[src/rtl/tap_pkg.sv]
// tap_pkg: shared types, frame constants and parity helper for the tappy link receiver
package tap_pkg;
  typedef enum logic [1:0] {IDLE, DATA, PARITY, STOP} tap_state_t;
  localparam int TAP_DATA_BITS = 8;
  localparam logic TAP_START = 1'b0;
  localparam logic TAP_STOP = 1'b1;
  function automatic logic tap_parity_ok(input logic [7:0] value, input logic par);
    return ^{value, par};
  endfunction
endpackage

[src/rtl/tap_sync.sv]
// tap_sync: synchroniser plus run-length glitch filter for one link line
module tap_sync #(
  parameter int SYNC_STAGES = 2,
  parameter int FILTER_LEN = 4
) (
  input  logic clk,
  input  logic reset,
  input  logic d,
  output logic q
);
  localparam int CW = FILTER_LEN > 1 ? $clog2(FILTER_LEN) : 1;
  logic [SYNC_STAGES-1:0] sr;
  logic [CW-1:0] cnt;
  // metastability chain; resets high so an idle line never looks like an edge
  always_ff @(posedge clk or posedge reset)
    if (reset) sr <= '1;
    else sr <= {sr[SYNC_STAGES-2:0], d};
  // q follows the synchronised line only after FILTER_LEN consecutive disagreeing samples
  always_ff @(posedge clk or posedge reset)
    if (reset) begin
      q <= 1'b1;
      cnt <= '0;
    end else if (sr[SYNC_STAGES-1] == q) cnt <= '0;
    else if (cnt == CW'(FILTER_LEN - 1)) begin
      q <= sr[SYNC_STAGES-1];
      cnt <= '0;
    end else cnt <= cnt + 1'b1;
endmodule

[src/rtl/tap_rx.sv]
// tap_rx: deframes start/8 data/odd parity/stop frames from the filtered link lines
module tap_rx
  import tap_pkg::*;
#(
  parameter int SYNC_STAGES = 2,
  parameter int FILTER_LEN = 4,
  parameter int TIMEOUT_CYCLES = 200
) (
  input  logic       clk,
  input  logic       reset,
  input  logic       ps2_clk,
  input  logic       ps2_dat,
  output logic [7:0] data,
  output logic       valid,
  output logic       parity_err,
  output logic       frame_err,
  output logic       busy
);
  localparam int TW = $clog2(TIMEOUT_CYCLES + 1);
  logic clk_f, dat_f, clk_q, fall, par;
  logic [7:0] shreg;
  logic [2:0] cnt;
  logic [TW-1:0] tcnt;
  tap_state_t state;
  tap_sync #(.SYNC_STAGES(SYNC_STAGES), .FILTER_LEN(FILTER_LEN)) u_clk (
    .clk(clk), .reset(reset), .d(ps2_clk), .q(clk_f)
  );
  tap_sync #(.SYNC_STAGES(SYNC_STAGES), .FILTER_LEN(FILTER_LEN)) u_dat (
    .clk(clk), .reset(reset), .d(ps2_dat), .q(dat_f)
  );
  assign fall = clk_q & ~clk_f;
  // previous filtered clock for falling-edge detection
  always_ff @(posedge clk or posedge reset)
    if (reset) clk_q <= 1'b1;
    else clk_q <= clk_f;
  // frame FSM with timeout abort; a link edge always takes priority over the timeout
  always_ff @(posedge clk or posedge reset)
    if (reset) begin
      state <= IDLE;
      shreg <= '0;
      cnt <= '0;
      par <= 1'b0;
      tcnt <= '0;
      data <= '0;
      valid <= 1'b0;
      parity_err <= 1'b0;
      frame_err <= 1'b0;
      busy <= 1'b0;
    end else begin
      valid <= 1'b0;
      parity_err <= 1'b0;
      frame_err <= 1'b0;
      if (fall) begin
        tcnt <= '0;
        case (state)
          IDLE: if (dat_f == TAP_START) begin
            state <= DATA;
            cnt <= '0;
            busy <= 1'b1;
          end
          DATA: begin
            shreg <= {dat_f, shreg[7:1]};
            cnt <= cnt + 1'b1;
            if (cnt == 3'(TAP_DATA_BITS - 1)) state <= PARITY;
          end
          PARITY: begin
            par <= dat_f;
            state <= STOP;
          end
          default: begin
            state <= IDLE;
            busy <= 1'b0;
            if (dat_f != TAP_STOP) frame_err <= 1'b1;
            else if (tap_parity_ok(shreg, par)) begin
              data <= shreg;
              valid <= 1'b1;
            end else parity_err <= 1'b1;
          end
        endcase
      end else if (state != IDLE) begin
        if (tcnt == TW'(TIMEOUT_CYCLES - 1)) begin
          state <= IDLE;
          busy <= 1'b0;
          frame_err <= 1'b1;
          shreg <= '0;
          tcnt <= '0;
        end else tcnt <= tcnt + 1'b1;
      end
    end
endmodule

[config.mk]
export PLATFORM = sky130hd
export DESIGN_NAME = tap_rx
export DESIGN_NICKNAME = d
export VERILOG_FILES = /design/src/rtl/tap_pkg.sv /design/src/rtl/tap_sync.sv /design/src/rtl/tap_rx.sv
export SDC_FILE = /design/constraint.sdc
export NUM_CORES = 1
export LEC_CHECK = 0
export CELL_PAD_IN_SITES_DETAIL_PLACEMENT = 1
export CELL_PAD_IN_SITES_GLOBAL_PLACEMENT = 1
export CORE_MARGIN = 2
export CORE_UTILIZATION = 46
export CTS_CLUSTER_SIZE = 40
export DETAILED_ROUTE_END_ITERATION = 7
export PLACE_DENSITY_LB_ADDON = 0.3
export SLEW_MARGIN = 20
export SYNTH_ARGS = -nofsm -noshare
export SYNTH_HDL_FRONTEND = slang
export SYNTH_SLANG_ARGS = --single-unit
[constraint.sdc]
create_clock -name clk -period 2.5 [get_ports clk]
set_input_delay 0.25 -clock clk [delete_from_list [all_inputs] [get_ports clk]]
set_output_delay 0.25 -clock clk [all_outputs]
set_load 0.005 [all_outputs]
==> impl_metrics.yaml <==
placed_design:
  place_hpwl_um: 3110
  routabilityCongestion: 0.717
  pre_cts_ws_ps: 552
  numPortBuffers: 15
  dp_cells: 249
logic_synthesis:
  yosysSeqAreaShare_pct: 54.9
  syn_area_sq_um: 2070
  synth_edf_count: 0
  yosysMostFrequentCell: "dfrtp_1"
  syn_nets: 195
  synthArstFlopShare_pct: 100
  yosys_warnings: 0
  synth_ff_type: "dfrtp_1"
  yosys-top-cells-area: "dfrtp_1 (46%), dfstp_2 (8.9%), mux2_2 (7.1%), ha_1 (5.4%), nand2_1 (5.3%)"
  synth_area_per_cell_sq_um: 11.4
  synth.distinct_cells: 35
  yosysTopAreaCellShare_pct: 46.0
  synth-seq-cells: 45
  synth_commonest_cells: "dfrtp_1 (38), nand2_1 (29), mux2_2 (13), a21oi_1 (11)"
  synth_area_leader_cell: "dfrtp_1"
  syn-instance-count: 182
floorplanning:
  num_io_pins: 16
  rows: 24
  die_w_um: 71.0
  die_h_um: 71.0
  coreArea_sq_um: 4350
  initial_core_util_pct: 47.5
  die_area_sq_um: 5050
detailed_routing:
  via_count: 1431
  met1_length_um: 1760
  first_iter_violations: 52
  routed_wl_um: 4250
  dr_wl_met2_um: 2290
  wl_met3_um: 126
  routedWlPerCell_um: 16.5
  top_layer: "met4"
  drc_errors: 0
  ant_nets: 0
  viasPerCell: 5.57
  drtPass1Iterations: 4
final_layout:
  num_antenna_cells: 0
  final_util_pct: 55.2
  fin_nets: 217
  drive_gt1_share_pct: 17.1
  syn2layout_area_growth_pct: 16.3
  final_cells: 257
  fill_cells: 471
critical_path:
  cpMaxStageDelayCell: "xnor3_2"
  path_class: "flip-flop to flip-flop"
  crit_buf_inv: 0
  arrival_ps: 2140
  critical_path.startpoint_type: "flip-flop"
  end_kind: "flip-flop"
  path_max_fanout: 9
  crit_required_ps: 2680
  max_stage_delay_ps: 450
  path_cells: "xor2_1 -> xnor3_2 -> mux2i_4 -> mux2_2"
  cp_top_family: "multiplexers"
clock_tree:
  clock-root-buffer: "clkbuf_8"
  hold_buffers: 0
  htreeDepth: 2
  clock-sinks: 45
  cts_tree: "built"
  cts_made_buffers: 5
  worstSkewPairLatency_ps: 300
  clockBufferDepth: 2
  cts_setup_buffers: 0
  path_clk_slew_ps: 80
  postCtsResizedCells: 0
sta:
  maxSlewHeadroom_pct: 62.6
  rsz0062_at_grt: "no"
  maxSlewViolCount: 0
  finalSetupTns_ps: 0
  worst_slack_ps: 541
  max_clock_freq_mhz: 510
  worstMarginPinSlew_ps: 558
  setup_violations: 0
  fin_crit_ps: 1960
  hold_violations: 0
  clock_skew_ps: 5.67
  period_share_pct: 78.4
  holdWs_ps: 354
power:
  p_comb_share_pct: 31.1
  p_int_mw: 1.51
  pwr-share-clk_pct: 23.8
  peakVddDrop_mv: 0.413
  swShare_pct: 33.0
  seqPwrFrac_pct: 45.1
  p_switching_mw: 0.743
  power_density_nw_per_um2: 935
  cellLeakagePower_nw: 1.11
grt:
  grt_overflow: 0
  first_global_vias: 1584
  antenna_found_initial: 0
  grt_max_degree: 46
  grt_pass1_wl_um: 7360
  grt_usage_pct: 18.8
run_status:
  status: "complete, no violations"
run:
  drv_cap: 0
hold_path:
  hold_class: "input port to flip-flop"
[layout by cell type, fill, tap and decap left out, types with 2 or more instances in the layout]
cell | netlist | routed
buf_4 | 0 | 4
mux2_2 | 13 | 13
o21ai_0 | 6 | 6
nand2b_1 | 2 | 2
clkdlybuf4s50_1 | 0 | 15
nand2_1 | 29 | 29
a211oi_1 | 3 | 3
nor3_1 | 5 | 5
nor3b_1 | 2 | 2
dfstp_2 | 7 | 7
a21oi_1 | 11 | 11
and2_1 | 3 | 3
nor2_1 | 9 | 9
nand3_1 | 4 | 4
nor2b_1 | 4 | 4
ha_1 | 9 | 9
inv_1 | 6 | 5
dfrtp_1 | 38 | 38
xnor2_1 | 7 | 7
clkbuf_8 | 0 | 5
xor2_1 | 3 | 3
mux2i_1 | 2 | 2
[registers in the layout (all words and copies together) (netlist names), 2 cells and up]
signal / cells
data: 8
shreg: 8
tcnt: 8
cnt: 3
state: 2
u_clk.cnt: 2
u_clk.sr: 2
u_dat.cnt: 2
u_dat.sr: 2
[area by class of cell]
| class | instances | area (sq um) | share of cell area, % |
|---|---|---|---|
| inverter | 6 | 22.5 | 0.937 |
| timing repair buffer | 19 | 180 | 7.49 |
| clock inverter | 2 | 35.0 | 1.46 |
| clock buffer | 6 | 72.6 | 3.02 |
| tap | 52 | 65.1 | 2.71 |
| sequential | 45 | 1130 | 47.2 |
| multi-input combinational | 127 | 895 | 37.2 |
[routing by layer]
metal	GRT usage [%]	up-vias
met2	35.1	19
met1	20.5	741
li1	-	664
met4	8.39	0
met5	0	-
met3	3.70	7
[logic make-up (layout without fill, tap and decap cells)]
group / Yosys count / after routing / synth area share (%)
adder cells (fa/ha/maj): 9 / 9 / 5.45
AND/OR/NAND/NOR: 64 / 64 / 14.6
AO/OA/AOI/OAI: 26 / 26 / 7.57
buffers and inverters: 10 / 33 / 1.82
multiplexers: 16 / 16 / 9.14
XOR/XNOR: 12 / 12 / 6.48
flip-flops: 45 / 45 / 54.9
[power groups by stage]
stage | combinational [mW] | sequential [mW] | clock (mW)
6_report | 0.699 | 1.01 | 0.536
5_1_grt | 0.771 | 1.04 | 0.584
4_1_cts | 0.709 | 1.02 | 0.552
3_5_place_dp | 0.702 | 1.03 | 0
3_3_place_gp | 0.655 | 1.01 | 0
2_1_floorplan | 0.555 | 0.968 | 0
[per-stage QoR]
step | cell area, sq um | power (mW)
final | 2400 | 2.25
after global routing | 2400 | 2.39
after CTS | 2400 | 2.28
after detailed placement | 2300 | 1.73
after global placement | 2300 | 1.67
after floorplan | 2070 | 1.52
[worst paths after layout]
kind	from	to	slack, ps	cells after the start
min reg2reg	u_clk.sr[0]	u_clk.sr[1]	360	0
min in group asynchronous	reset	frame_err	400	3
min	ps2_dat	u_dat.sr[0]	350	1
max in group asynchronous	reset	clk_q	1720	3
max reg2reg	shreg[4]	data[6]	540	4
max	shreg[4]	data[6]	540	4
Power figures use the tool's default switching activity.
